--- config.mk ---
export PLATFORM = sky130hd
export DESIGN_NAME = bus_addr_ctrl_flat
export DESIGN_NICKNAME = d
export VERILOG_FILES = /design/src/rtl/bus_pkg.sv /design/src/rtl/bus_addr_ctrl_if.sv /design/src/rtl/bus_addr_ctrl_map.sv /design/src/rtl/bus_addr_ctrl.sv /design/src/flat_wrapper.sv
export SDC_FILE = /design/constraint.sdc
export NUM_CORES = 1
export LEC_CHECK = 0
export CORE_MARGIN = 2
export CORE_UTILIZATION = 36
export DETAILED_ROUTE_END_ITERATION = 10
export PLACE_DENSITY = 0.68
export REMOVE_ABC_BUFFERS = 1
export SLEW_MARGIN = 0
export SYNTH_ARGS = -nofsm -noshare
export SYNTH_HDL_FRONTEND = slang
export SYNTH_SLANG_ARGS = --single-unit
export TNS_END_PERCENT = 30
--- constraint.sdc ---
create_clock -name clk -period 1.6 [get_ports clk]
set_input_delay 0.32 -clock clk [delete_from_list [all_inputs] [get_ports clk]]
set_output_delay 0.32 -clock clk [all_outputs]
set_load 0.02 [all_outputs]
--- src/rtl/bus_pkg.sv ---
// Shared BUS-subsystem definitions: controller states, default address map,
// and width helpers used by the decoder, the controller and the arbiter.
package bus_pkg;

  localparam int BUS_ADDR_W   = 8;
  localparam int BUS_WIN_BITS = 5;

  typedef enum logic {
    ST_IDLE   = 1'b0,
    ST_ACCESS = 1'b1
  } state_t;

  function automatic int clog2(input int v);
    int r;
    r = 0;
    while ((1 << r) < v) r++;
    return r;
  endfunction

  // Index/counter width that never collapses to zero bits.
  function automatic int idx_w(input int n);
    return (clog2(n) > 1) ? clog2(n) : 1;
  endfunction

endpackage

--- src/rtl/bus_addr_ctrl_if.sv ---
// Master-side request/response and slave-side select/ack bundle of the
// address controller.
interface bus_addr_ctrl_if #(
  parameter int ADDR_W     = bus_pkg::BUS_ADDR_W,
  parameter int WIN_BITS   = bus_pkg::BUS_WIN_BITS,
  parameter int NUM_SLAVES = 2,
  parameter int CNT_W      = 8
);
  logic                  m_req;
  logic [ADDR_W-1:0]     m_address;
  logic                  m_wr;
  logic                  m_busy;
  logic                  m_done;
  logic                  m_err;
  logic [NUM_SLAVES-1:0] s_sel;
  logic [WIN_BITS-1:0]   s_offset;
  logic                  s_wr;
  logic [NUM_SLAVES-1:0] s_ack;
  logic [CNT_W-1:0]      err_cnt;

  // Controller view.
  modport slave (
    input  m_req, m_address, m_wr, s_ack,
    output m_busy, m_done, m_err, s_sel, s_offset, s_wr, err_cnt
  );

  // Environment view: the requesting master plus the slave acks.
  modport master (
    output m_req, m_address, m_wr, s_ack,
    input  m_busy, m_done, m_err, s_sel, s_offset, s_wr, err_cnt
  );
endinterface

--- src/rtl/bus_addr_ctrl_map.sv ---
// Combinational window decoder: splits the address into a slave index and
// reports whether that index lands on an existing slave.
module bus_addr_map
  import bus_pkg::*;
#(
  parameter int ADDR_W     = BUS_ADDR_W,
  parameter int WIN_BITS   = BUS_WIN_BITS,
  parameter int NUM_SLAVES = 2,
  localparam int IDX_W     = idx_w(NUM_SLAVES)
) (
  input  logic [ADDR_W-1:0] addr_i,
  output logic [IDX_W-1:0]  idx_o,
  output logic              hit_o
);
  localparam int HI_W = ADDR_W - WIN_BITS;

  logic [HI_W-1:0] hi;
  logic [31:0]     hi32;

  assign hi    = addr_i[ADDR_W-1:WIN_BITS];
  // Compare at 32 bits so a full map (NUM_SLAVES == 2^HI_W) still works.
  assign hi32  = 32'(hi);
  assign hit_o = hi32 < 32'(NUM_SLAVES);
  assign idx_o = IDX_W'(hi);

endmodule

--- src/rtl/bus_addr_ctrl.sv ---
// Registered address decoder / access controller: one-hot slave select held
// until ack, with timeout and unmapped-address error completion.
module bus_addr_ctrl
  import bus_pkg::*;
#(
  parameter int ADDR_W     = BUS_ADDR_W,
  parameter int WIN_BITS   = BUS_WIN_BITS,
  parameter int NUM_SLAVES = 2,
  parameter int TIMEOUT    = 16,
  parameter int CNT_W      = 8
) (
  input  logic           clk,
  input  logic           reset,
  bus_addr_ctrl_if.slave bus
);
  localparam int IDX_W = idx_w(NUM_SLAVES);
  localparam int TMR_W = idx_w(TIMEOUT);

  state_t                state_q, state_d;
  logic [IDX_W-1:0]      idx_q, idx_d;
  logic [WIN_BITS-1:0]   offset_q, offset_d;
  logic                  wr_q, wr_d;
  logic [NUM_SLAVES-1:0] sel_q, sel_d;
  logic                  busy_q, busy_d;
  logic                  done_q, done_d;
  logic                  err_q, err_d;
  logic [TMR_W-1:0]      timer_q, timer_d;
  logic [CNT_W-1:0]      err_cnt_q, err_cnt_d;
  logic                  err_inc;

  logic [IDX_W-1:0]      map_idx;
  logic                  map_hit;

  bus_addr_map #(
    .ADDR_W     (ADDR_W),
    .WIN_BITS   (WIN_BITS),
    .NUM_SLAVES (NUM_SLAVES)
  ) u_map (
    .addr_i (bus.m_address),
    .idx_o  (map_idx),
    .hit_o  (map_hit)
  );

  always_comb begin
    state_d  = state_q;
    idx_d    = idx_q;
    offset_d = offset_q;
    wr_d     = wr_q;
    sel_d    = sel_q;
    busy_d   = busy_q;
    done_d   = 1'b0;
    err_d    = 1'b0;
    timer_d  = timer_q;
    err_inc  = 1'b0;

    unique case (state_q)
      ST_IDLE: begin
        if (bus.m_req) begin
          if (map_hit) begin
            idx_d    = map_idx;
            offset_d = bus.m_address[WIN_BITS-1:0];
            wr_d     = bus.m_wr;
            sel_d    = NUM_SLAVES'(1) << map_idx;
            busy_d   = 1'b1;
            timer_d  = '0;
            state_d  = ST_ACCESS;
          end else begin
            // Unmapped: complete with error straight from IDLE.
            done_d  = 1'b1;
            err_d   = 1'b1;
            err_inc = 1'b1;
          end
        end
      end
      ST_ACCESS: begin
        // Ack wins over a timeout landing in the same cycle.
        if (bus.s_ack[idx_q]) begin
          done_d  = 1'b1;
          sel_d   = '0;
          busy_d  = 1'b0;
          state_d = ST_IDLE;
        end else if (timer_q == TMR_W'(TIMEOUT - 1)) begin
          done_d  = 1'b1;
          err_d   = 1'b1;
          err_inc = 1'b1;
          sel_d   = '0;
          busy_d  = 1'b0;
          state_d = ST_IDLE;
        end else begin
          timer_d = timer_q + 1'b1;
        end
      end
      default: state_d = ST_IDLE;
    endcase

    err_cnt_d = (err_inc && (err_cnt_q != {CNT_W{1'b1}})) ? err_cnt_q + 1'b1
                                                          : err_cnt_q;
  end

  always_ff @(posedge clk) begin
    if (reset) begin
      state_q   <= ST_IDLE;
      idx_q     <= '0;
      offset_q  <= '0;
      wr_q      <= 1'b0;
      sel_q     <= '0;
      busy_q    <= 1'b0;
      done_q    <= 1'b0;
      err_q     <= 1'b0;
      timer_q   <= '0;
      err_cnt_q <= '0;
    end else begin
      state_q   <= state_d;
      idx_q     <= idx_d;
      offset_q  <= offset_d;
      wr_q      <= wr_d;
      sel_q     <= sel_d;
      busy_q    <= busy_d;
      done_q    <= done_d;
      err_q     <= err_d;
      timer_q   <= timer_d;
      err_cnt_q <= err_cnt_d;
    end
  end

  assign bus.m_busy   = busy_q;
  assign bus.m_done   = done_q;
  assign bus.m_err    = err_q;
  assign bus.s_sel    = sel_q;
  assign bus.s_offset = offset_q;
  assign bus.s_wr     = wr_q;
  assign bus.err_cnt  = err_cnt_q;

endmodule

--- src/flat_wrapper.sv ---
// flat-port wrapper written by rule: the top's interface ports become plain ports
module bus_addr_ctrl_flat import bus_pkg::*;
#(
  parameter int ADDR_W     = BUS_ADDR_W,
  parameter int WIN_BITS   = BUS_WIN_BITS,
  parameter int NUM_SLAVES = 2,
  parameter int TIMEOUT    = 16,
  parameter int CNT_W      = 8
)
  (clk, reset, bus_m_req, bus_m_address, bus_m_wr, bus_s_ack, bus_m_busy, bus_m_done, bus_m_err, bus_s_sel, bus_s_offset, bus_s_wr, bus_err_cnt);
  bus_addr_ctrl_if #(.ADDR_W(ADDR_W), .WIN_BITS(WIN_BITS), .NUM_SLAVES(NUM_SLAVES), .CNT_W(CNT_W)) bus_i ();
  input  logic clk;
  input  logic reset;
  input wire logic [$bits(bus_i.m_req)-1:0] bus_m_req;
  input wire logic [$bits(bus_i.m_address)-1:0] bus_m_address;
  input wire logic [$bits(bus_i.m_wr)-1:0] bus_m_wr;
  input wire logic [$bits(bus_i.s_ack)-1:0] bus_s_ack;
  output wire logic [$bits(bus_i.m_busy)-1:0] bus_m_busy;
  output wire logic [$bits(bus_i.m_done)-1:0] bus_m_done;
  output wire logic [$bits(bus_i.m_err)-1:0] bus_m_err;
  output wire logic [$bits(bus_i.s_sel)-1:0] bus_s_sel;
  output wire logic [$bits(bus_i.s_offset)-1:0] bus_s_offset;
  output wire logic [$bits(bus_i.s_wr)-1:0] bus_s_wr;
  output wire logic [$bits(bus_i.err_cnt)-1:0] bus_err_cnt;
  assign bus_i.m_req = bus_m_req;
  assign bus_i.m_address = bus_m_address;
  assign bus_i.m_wr = bus_m_wr;
  assign bus_i.s_ack = bus_s_ack;
  assign bus_m_busy = bus_i.m_busy;
  assign bus_m_done = bus_i.m_done;
  assign bus_m_err = bus_i.m_err;
  assign bus_s_sel = bus_i.s_sel;
  assign bus_s_offset = bus_i.s_offset;
  assign bus_s_wr = bus_i.s_wr;
  assign bus_err_cnt = bus_i.err_cnt;
  bus_addr_ctrl #(.ADDR_W(ADDR_W), .WIN_BITS(WIN_BITS), .NUM_SLAVES(NUM_SLAVES), .TIMEOUT(TIMEOUT), .CNT_W(CNT_W)) u_core (.clk(clk), .reset(reset), .bus(bus_i));
endmodule
==> impl_metrics.py, run 1 <==
metrics = {
    "status": {
        "run_status": "finished, violations left",
        "failed_checks": "setup timing",
    },
    "sta": {
        "final-max-slew-violation-count": 0,
        "final.setup_skew_ns": 0.003772,
        "finalWorstPathRequiredPeriod_ns": 1.622,
        "max_slew.worst_pin.slew_ns": 0.3158,
        "setup_viol_count_final": 3,
        "worst_slew_margin_rel_pct": 78.92,
        "timing.final.ws_setup_ns": -0.02162,
        "post-route-period-util_pct": 101.4,
        "totalNegativeSetupSlack_ns": -0.03534,
        "finalHoldViolCount": 0,
        "unrepaired_setup_endpoints_after_global_routing": "true",
        "maximum_clock_rate_ghz": 0.6167,
    },
    "synth": {
        "synth_top_area_cell": "sky130_fd_sc_hd__dfxtp_1",
        "yosysSeqAreaShare_pct": 45.45,
        "syn_area_um2": 1101,
        "post_synthesis_share_of_cell_area_spent_on_xor_and_xnor_gates_pct": 0,
        "yosys.area.top_type_share_pct": 45.45,
        "synth_edf_count": 0,
        "ys_dominant_reg_cell": "sky130_fd_sc_hd__dfxtp_1",
        "synth-simple-area-share_pct": 24.43,
        "largest_family_of_logic_cells_by_synthesized_area": "simple AND/OR/NAND/NOR gates",
        "synth_async_sr_flop_share_pct": 0,
        "netlist_top_cells_count": "sky130_fd_sc_hd__dfxtp_1, sky130_fd_sc_hd__nand2_1, sky130_fd_sc_hd__a21oi_1",
        "synth.avg_cell_area_um2": 8.535,
        "synth-compound-area-share_pct": 18.64,
        "yosys.area_share.adder_pct": 2.273,
        "muxShareOfSynthArea_pct": 5.227,
        "ys.warnings.count": 0,
        "yosysMostFrequentCell": "sky130_fd_sc_hd__dfxtp_1",
        "count_of_mapped_cells_out_of_synthesis": 129,
        "yosys-top-cells-area": "sky130_fd_sc_hd__dfxtp_1, sky130_fd_sc_hd__a21oi_1, sky130_fd_sc_hd__nand2_1, sky130_fd_sc_hd__nand3_1, sky130_fd_sc_hd__nor2_1",
        "synth_cell_types": 33,
        "flip_flop_and_latch_count_after_synthesis": 25,
    },
    "cts": {
        "max-clock-path-buffers": 2,
        "h-tree-depth": 1,
        "cts_sinks": 25,
        "cts-root-buf": "sky130_fd_sc_hd__clkbuf_4",
        "cts_buf_count": 3,
        "worst_setup_hold_path_clk_slew_ns": 0.14,
        "worstSkewPairLatency_ns": 0.32,
        "tritoncts_clock_tree": "yes",
        "cts-hold-fix-buffers": 0,
    },
    "setup_path": {
        "critPathCaptureType": "register",
        "cp_max_fo": 6,
        "worst-setup-path-type": "in2reg",
        "worstReg2RegStart": "u_core.timer_q[0]$_SDFFE_PP0P_",
        "timing.critical_path.from": "bus_s_ack[0]",
        "crit_required_ns": 1.87,
        "setup.worst_path.start_class": "input pin",
        "cp.arrival_ns": 1.89,
    },
    "finish": {
        "fillers": 277,
        "ant_diodes": 0,
        "proportion_of_layout_cells_with_a_drive_suffix_above_1_pct": 27.87,
        "area.growth.synth_to_final_pct": 57.50,
        "final_net_count": 200,
        "layout.cell_area.non_filler_um2": 1734,
    },
    "run": {
        "timing.max_cap.violations": 0,
    },
    "floorplanning": {
        "fp.coreArea_um2": 2978,
        "die_y_um": 59.31,
        "start_util_pct": 36.97,
        "die-area_um2": 3517,
        "i_o_pins": 33,
        "die_w_um": 59.31,
        "num_rows": 20,
    },
    "drt": {
        "avgViaCountPerCell": 5.431,
        "detailedRoute.firstPassIterationCount": 4,
        "dr_total_vias": 1173,
        "detail_route.iter0.violations": 46,
        "drc_errors": 0,
        "wl_per_cell_um": 14.09,
        "drt_wirelength_um": 3044,
        "postRouteAntennaNets": 0,
    },
    "global_routing": {
        "grt_antenna_before_repair": 0,
        "grt-ovfl-total": 0,
        "grt_pass1_wl_um": 4940,
        "maximum_number_of_pins_on_one_net_before_global_route_repair": 26,
        "vias_in_the_first_global_route": 1173,
        "track_usage_pct": 18.02,
    },
    "placement": {
        "port_buffers": 32,
        "pre_cts_slack_ns": -0.4305,
        "dp_hpwl_um": 2095,
        "place_area_um2": 1623,
        "gpl.final_weighted_congestion": 0.7876,
    },
    "hold_path": {
        "min_path_type": "reg2reg",
        "timing.hold.worst.start": "u_core.bus.s_wr$_SDFFE_PP0P_",
    },
    "power": {
        "p_leak_nw": 0.7206,
        "finalPower_mw": 1.138,
        "irDropWorstVdd_uv": 286.1,
        "p_per_area_nw_per_um2": 656.2,
    },
}
==> metal layers <==
layer  global-route usage [%]  vias up  wire (um)
li1                         -      571          -
met5                        0        -          0
met2                    32.34       51       1437
met3                    3.057        4        203
met1                    21.98      547       1373
met4                    4.870        0         29
==> power breakdown <==
| part | switching, mW | internal, mW |
|---|---|---|
| clock network | 0.196 | 0.0954 |
| logic | 0.0918 | 0.102 |
| registers | 0.0124 | 0.640 |
==> worst paths after layout <==
path	end	slack, ns	depth (start not counted)
worst min register to register	u_core.bus.s_wr$_SDFFE_PP0P_	0.47	2
worst max register to register	u_core.bus.err_cnt[4]$_SDFFE_PP0P_	-0.01	5
worst min-delay path	u_core.bus.s_wr$_SDFFE_PP0P_	0.47	2
worst max-delay path	u_core.bus.err_cnt[4]$_SDFFE_PP0P_	-0.02	5
==> final cells by class <==
cell class                      instances  area, um^2  share of cell area (%)
Multi-Input combinational cell         93       640.6                   36.94
Sequential cell                        25       504.2                   29.08
Timing Repair Buffer                   56       499.2                   28.79
Tap cell                               33       41.29                   2.381
Clock buffer                            3       22.52                   1.299
Inverter                                5       18.77                   1.082
Clock inverter                          1       7.507                  0.4329
==> stage by stage <==
step | utilization (%) | hold WS, ns | cells
detailed placement | 54.50 | 0.4526 | 211
CTS | 56.68 | 0.4723 | 216
global route | 58.24 | 0.5011 | 216
finish | 58.24 | 0.4670 | 216
floorplan | - | 0.3891 | 123
global placement | 54.50 | 0.4428 | 211
==> critical path, stage by stage <==
cell                              delay [ns]
sky130_fd_sc_hd__clkdlybuf4s50_1        0.46
sky130_fd_sc_hd__mux2i_4                0.21
sky130_fd_sc_hd__a32oi_4                0.18
sky130_fd_sc_hd__or4_1                  0.56
sky130_fd_sc_hd__a21oi_2                0.16
==> cells by family after synthesis <==
group | count (synthesis)
mux | 5
simple gates | 54
compound gates | 32
buf+inv | 11
fa+ha+maj | 2
flops | 25
==> layout by cell type (no fill, tap or decap), drive strengths merged, types with 2 or more instances in the layout <==
cell type      netlist  layout
nand2               20      20
dlygate4sd2          0      18
ha                   2       2
o32ai                2       2
inv                  5       5
or4                  3       3
mux2                 3       3
nand4                2       2
nor2                 9       9
mux2i                2       2
dfxtp               25      25
or3                  3       3
clkbuf               4       3
buf                  2      24
o31ai                3       3
nand3                9       9
clkdlybuf4s50        0      12
a21oi               18      18
dlymetal6s2s         0       2
o21ai                2       2
==> state kept, by name, summed over array words and instances (netlist names), 2 cells and up <==
name,count
u_core.bus.s_sel,2
u_core.bus.err_cnt,8
u_core.bus.s_offset,5
u_core.timer_q,4
==> repair_timing <==
item | in CTS | in global routing
setup endpoints to repair | 24 | 11
resized for setup | 28 | 12
setup buffers | 1 | 0
pin swaps | 3 | 2
endpoints found under the hold margin | 0 | 0
(Power assumes the default switching activity.)
==> inputs of run 2 (changes only) <==
- CELL_PAD_IN_SITES_DETAIL_PLACEMENT: default -> 1
- CELL_PAD_IN_SITES_GLOBAL_PLACEMENT: default -> 1
- PLACE_DENSITY: 0.68 -> 0.85
- clock period: 1.6 -> 2 ns (I/O delays scaled with it)
==> run 2 against run 1 <==
Against the previous run: the flow now finishes without violations; critical path type is now reg2reg; setup slack improved by 0.15 ns; register-to-register slack better by 0.14 ns; critical path depth is the same; final cell count fell by 6.9%; combinational power is 30% lower; utilization down 6.8 points; global-route usage grew 1.3 points; final area is 12% lower; worst hold slack is essentially flat; sequential power shrank 20%; largest power group unchanged; count of clock-buffer cells in the layout did not move; routed wire length is 1.4% higher.
==> impl_metrics.py, run 2 (same netlist as run 1, synthesis figures left out) <==
metrics = {
    "sta": {
        "maximum_clock_rate_ghz": 0.5338,
        "post-route-period-util_pct": 93.67,
        "max_slew.worst_pin.slew_ns": 0.6040,
        "finalWorstPathRequiredPeriod_ns": 1.873,
        "unrepaired_setup_endpoints_after_global_routing": "false",
        "finalHoldViolCount": 0,
        "setup_viol_count_final": 0,
        "worst_slew_margin_rel_pct": 59.59,
        "final-max-slew-violation-count": 0,
        "final.setup_skew_ns": 0.003432,
    },
    "hold_path": {
        "min_path_type": "reg2reg",
        "min_delay_path_depth": 2,
    },
    "finish": {
        "fin_util_pct": 51.47,
        "area.growth.synth_to_final_pct": 39.20,
        "final_net_count": 185,
        "largest_reg_flops": 8,
        "layout.cell_area.non_filler_um2": 1533,
        "ant_diodes": 0,
        "mostFrequentLayoutCells": "sky130_fd_sc_hd__clkdlybuf4s50_1, sky130_fd_sc_hd__dfxtp_1, sky130_fd_sc_hd__nand2_1",
        "proportion_of_layout_cells_with_a_drive_suffix_above_1_pct": 12.50,
        "layout_commonest_cell": "sky130_fd_sc_hd__clkdlybuf4s50_1",
    },
    "drt": {
        "drc_errors": 0,
        "postRouteAntennaNets": 0,
        "drt_wirelength_um": 3088,
        "detail_route.iter0.violations": 14,
        "avgViaCountPerCell": 5.572,
        "wl_per_cell_um": 15.36,
        "dr_total_vias": 1120,
        "detailedRoute.firstPassIterationCount": 4,
    },
    "setup_path": {
        "crit_required_ns": 2.23,
        "critPathCaptureType": "register",
        "cp_max_fo": 6,
        "worst-setup-path-type": "reg2reg",
        "cp.arrival_ns": 2.10,
        "r2r_slack_ns": 0.13,
        "ff2ff_path_depth": 5,
        "setup.worst_path.start_class": "register",
    },
    "global_routing": {
        "maximum_number_of_pins_on_one_net_before_global_route_repair": 15,
        "vias_in_the_first_global_route": 1164,
        "grt_pass1_wl_um": 5181,
        "track_usage_pct": 19.32,
        "grt-ovfl-total": 0,
        "grt_antenna_before_repair": 0,
    },
    "cts": {
        "cts_buf_count": 3,
        "post_cts_buffers": 0,
        "tritoncts_clock_tree": "yes",
        "worstSkewPairLatency_ns": 0.32,
        "cts_resized": 0,
        "cts-hold-fix-buffers": 0,
        "h-tree-depth": 1,
        "max-clock-path-buffers": 2,
        "cts-root-buf": "sky130_fd_sc_hd__clkbuf_4",
        "cts_sinks": 25,
        "worst_setup_hold_path_clk_slew_ns": 0.14,
    },
    "floorplanning": {
        "die-area_um2": 3517,
        "start_util_pct": 36.97,
        "die_w_um": 59.31,
        "die_y_um": 59.31,
        "fp.coreArea_um2": 2978,
        "i_o_pins": 33,
        "num_rows": 20,
    },
    "power": {
        "p_leak_nw": 0.5269,
        "irDropWorstVdd_uv": 328.7,
        "finalPower_mw": 0.8871,
        "p_per_area_nw_per_um2": 578.8,
    },
    "placement": {
        "gpl.final_weighted_congestion": 0.8481,
        "place_area_um2": 1505,
        "port_buffers": 32,
        "dp_hpwl_um": 2348,
    },
    "status": {
        "run_status": "completed",
    },
    "run": {
        "timing.max_cap.violations": 0,
    },
}
==> run 2: cell types whose count changed in the layout (fill, tap and decap cells not counted), sizes merged <==
cell,change
buf,-15
clkinvlp,-1
clkdlybuf4s50,+20
clkinv,+1
dlymetal6s2s,-2
dlygate4sd2,-18
==> run 2: metal layers <==
metal,part of all wire [%],GRT usage [%],routed length [um],vias to the layer above
met4,1.8,7.468,55,0
li1,-,-,-,541
met1,43,23.00,1329,532
met2,49,32.97,1498,40
met5,0,0,0,-
met3,6.6,5.022,204,7
==> run 2: final timing paths <==
check,from,end
max,u_core.timer_q[0]$_SDFFE_PP0P_,u_core.bus.err_cnt[5]$_SDFFE_PP0P_
min,u_core.bus.s_offset[1]$_SDFFE_PP0P_,u_core.bus.s_offset[1]$_SDFFE_PP0P_
max reg2reg,u_core.timer_q[0]$_SDFFE_PP0P_,u_core.bus.err_cnt[5]$_SDFFE_PP0P_
min reg2reg,u_core.bus.s_offset[1]$_SDFFE_PP0P_,u_core.bus.s_offset[1]$_SDFFE_PP0P_
==> run 2: final cells by class <==
class	count	area, um^2
flip-flops and latches	25	500.5
fillers	372	1445
clock inverters	1	5.005
multi-input cells	93	556.8
inverters	5	18.77
repair buffers	41	387.9
clock buffers	3	22.52
well taps	33	41.29
==> run 2: where the power goes <==
| group | internal, mW | switching (mW) |
|---|---|---|
| clock network | 0.0750 | 0.153 |
| registers | 0.512 | 0.0108 |
| logic | 0.0713 | 0.0651 |
==> run 2: critical path: stages (launching register included) <==
cell and delay, ns:
sky130_fd_sc_hd__dfxtp_1 0.41, sky130_fd_sc_hd__ha_1 0.25, sky130_fd_sc_hd__and3_1 0.21, sky130_fd_sc_hd__a32oi_2 0.18, sky130_fd_sc_hd__nor4_1 0.36, sky130_fd_sc_hd__mux2_2 0.38
==> run 2: per-stage QoR <==
stage | setup TNS [ns] | cells | setup WS [ns] | hold WS, ns
3_3_place_gp | -0.03489 | 197 | -0.03489 | 0.4418
2_1_floorplan | 0 | 123 | 0.2618 | 0.4590
5_1_grt | 0 | 201 | 0.01146 | 0.4959
6_report | 0 | 201 | 0.1266 | 0.4673
3_5_place_dp | -0.3978 | 197 | -0.1067 | 0.4540
4_1_cts | 0 | 201 | 0.1389 | 0.4726
==> inputs of run 3 (changes only) <==
- DONT_BUFFER_PORTS: default -> 1
- PLACE_DENSITY: 0.85 -> 0.66
==> run 3 against run 2 <==
Against the previous run: flip-flop and latch count is the same; first-iteration DRC count up 110%; critical path depth is the same; via count decreased by 14%; non-clock buffer count down 36; final area fell by 23%; utilization decreased by 12 points; count of clock-buffer cells in the layout is 1 higher; global-route usage decreased by 3.1 points; setup slack better by 0.023 ns; die area stayed put; largest power group unchanged; largest cell class unchanged.
==> impl_metrics.py, run 3 (same netlist as run 1, synthesis figures left out) <==
metrics = {
    "finish": {
        "fin_util_pct": 39.87,
        "proportion_of_layout_cells_with_a_drive_suffix_above_1_pct": 12.88,
        "final_net_count": 149,
        "layout_commonest_cell": "sky130_fd_sc_hd__dfxtp_1",
        "largest_reg_flops": 8,
        "mostFrequentLayoutCells": "sky130_fd_sc_hd__dfxtp_1, sky130_fd_sc_hd__nand2_1, sky130_fd_sc_hd__a21oi_1",
        "area.growth.synth_to_final_pct": 7.841,
        "layout.cells.non_filler": 165,
        "ant_diodes": 0,
    },
    "sta": {
        "maximum_clock_rate_ghz": 0.5403,
        "final-max-slew-violation-count": 0,
        "setup_viol_count_final": 0,
        "unrepaired_setup_endpoints_after_global_routing": "false",
        "timing.final.ws_setup_ns": 0.1492,
        "finalHoldViolCount": 0,
        "totalNegativeSetupSlack_ns": 0,
        "post-route-period-util_pct": 92.54,
        "final.setup_skew_ns": 0.006271,
        "finalWorstPathRequiredPeriod_ns": 1.851,
        "max_slew.worst_pin.slew_ns": 0.4900,
        "worst_slew_margin_rel_pct": 67.33,
    },
    "power": {
        "p_per_area_nw_per_um2": 691.4,
        "sequentialPowerShare_pct": 65.3,
        "combinational_cell_fraction_of_total_power_pct": 7.2,
        "power.switching_fraction_pct": 24.97,
        "power_report.internal_total_mw": 0.6160,
        "p_leak_nw": 0.3915,
        "finalPower_mw": 0.8209,
        "irDropWorstVdd_uv": 275.0,
        "clockPowerShare_pct": 27.4,
        "netSwitchingPower_mw": 0.2050,
    },
    "floorplanning": {
        "start_util_pct": 36.97,
        "fp.coreArea_um2": 2978,
        "i_o_pins": 33,
        "die_y_um": 59.31,
        "die_w_um": 59.31,
        "num_rows": 20,
        "die-area_um2": 3517,
    },
    "setup_path": {
        "critPathCaptureType": "register",
        "cp.arrival_ns": 2.07,
        "setup.worst_path.start_class": "register",
        "worst-setup-path-type": "reg2reg",
        "crit_required_ns": 2.22,
        "cp_max_fo": 10,
    },
    "global_routing": {
        "vias_in_the_first_global_route": 983,
        "grt_pass1_wl_um": 4353,
        "track_usage_pct": 16.26,
        "grt_antenna_before_repair": 0,
        "maximum_number_of_pins_on_one_net_before_global_route_repair": 26,
        "grt-ovfl-total": 0,
    },
    "placement": {
        "port_buffers": 0,
        "gpl.final_weighted_congestion": 0.7382,
        "placed_cells": 161,
        "dp_hpwl_um": 1933,
        "pre_cts_slack_ns": 0.1313,
    },
    "drt": {
        "met3WireLength_um": 125,
        "wl_per_cell_um": 15.69,
        "detail_route.iter0.violations": 30,
        "drt_wirelength_um": 2589,
        "dr_wl_met2_um": 1293,
        "avgViaCountPerCell": 5.861,
        "postRouteAntennaNets": 0,
        "dr_total_vias": 967,
        "wl_met1_um": 1135,
        "drc_errors": 0,
        "maxUsedRoutingLayer": "met4",
        "detailedRoute.firstPassIterationCount": 4,
    },
    "cts": {
        "cts_sinks": 25,
        "cts_buf_count": 3,
        "h-tree-depth": 1,
        "cts-root-buf": "sky130_fd_sc_hd__clkbuf_4",
        "tritoncts_clock_tree": "yes",
        "worst_setup_hold_path_clk_slew_ns": 0.13,
        "worstSkewPairLatency_ns": 0.32,
        "max-clock-path-buffers": 2,
    },
    "status": {
        "run_status": "completed",
    },
    "hold_path": {
        "min_path_type": "in2reg",
    },
    "run": {
        "timing.max_cap.violations": 0,
    },
}
-- run 3: changes by cell type in the layout (fill, tap and decap cells not counted), sizes merged --
cell	previous run	this run
buf	9	5
clkdlybuf4s50	32	0
clkbuf	3	4
clkinv	1	0
-- run 3: per-stage QoR --
stage | instance area (um^2) | hold slack (ns)
final | 1187 | 0.1296
after CTS | 1181 | 0.1190
after global routing | 1187 | 0.1012
after detailed placement | 1155 | 0.4741
after floorplan | 1076 | 0.4590
after global placement | 1155 | 0.4689
-- run 3: critical path: stages (launching register included) --
cell and delay [ns]:
sky130_fd_sc_hd__dfxtp_1 0.39, sky130_fd_sc_hd__ha_1 0.22, sky130_fd_sc_hd__and3_1 0.21, sky130_fd_sc_hd__a32oi_2 0.23, sky130_fd_sc_hd__nor4_2 0.34, sky130_fd_sc_hd__mux2_2 0.36
-- run 3: timing repair --
item | 4_1_cts | 5_1_grt
setup buffers | 0 | 0
endpoints found under the setup margin | 0 | 1
gates resized for setup | 0 | 1
hold buffers | 0 | 0
-- run 3: layer usage --
metal  GRT usage [%]  vias to the layer above
met1           18.46                      470
met5               0                        -
met4           6.169                        0
met2           29.36                       23
met3           3.493                        4
li1                -                      470
-- run 3: cell type report --
| cell class | count | area [um^2] |
|---|---|---|
| clock buffer | 4 | 26.28 |
| fill | 360 | 1790 |
| inverter | 5 | 18.77 |
| multi-input combinational | 93 | 563.0 |
| sequential | 25 | 500.5 |
| tap | 33 | 41.29 |
| timing repair buffer | 5 | 37.54 |
-- run 3: final timing paths --
kind | from | end | slack [ns] | cells after the start
setup / recovery | u_core.timer_q[0]$_SDFFE_PP0P_ | u_core.bus.err_cnt[5]$_SDFFE_PP0P_ | 0.15 | 5
hold / removal | reset | u_core.bus.err_cnt[0]$_SDFFE_PP0P_ | 0.13 | 1
setup reg to reg | u_core.timer_q[0]$_SDFFE_PP0P_ | u_core.bus.err_cnt[5]$_SDFFE_PP0P_ | 0.15 | 5
hold reg to reg | u_core.timer_q[1]$_SDFFE_PP0P_ | u_core.timer_q[1]$_SDFFE_PP0P_ | 0.51 | 2
-- run 3: power by group through the flow --
| stage | Sequential (mW) | Clock (mW) | Combinational [mW] |
|---|---|---|---|
| 3_3_place_gp | 0.547 | 0 | 0.0570 |
| 6_report | 0.536 | 0.225 | 0.0592 |
| 4_1_cts | 0.537 | 0.234 | 0.0603 |
| 5_1_grt | 0.539 | 0.256 | 0.0678 |
| 2_1_floorplan | 0.547 | 0 | 0.0395 |
| 3_5_place_dp | 0.548 | 0 | 0.0598 |
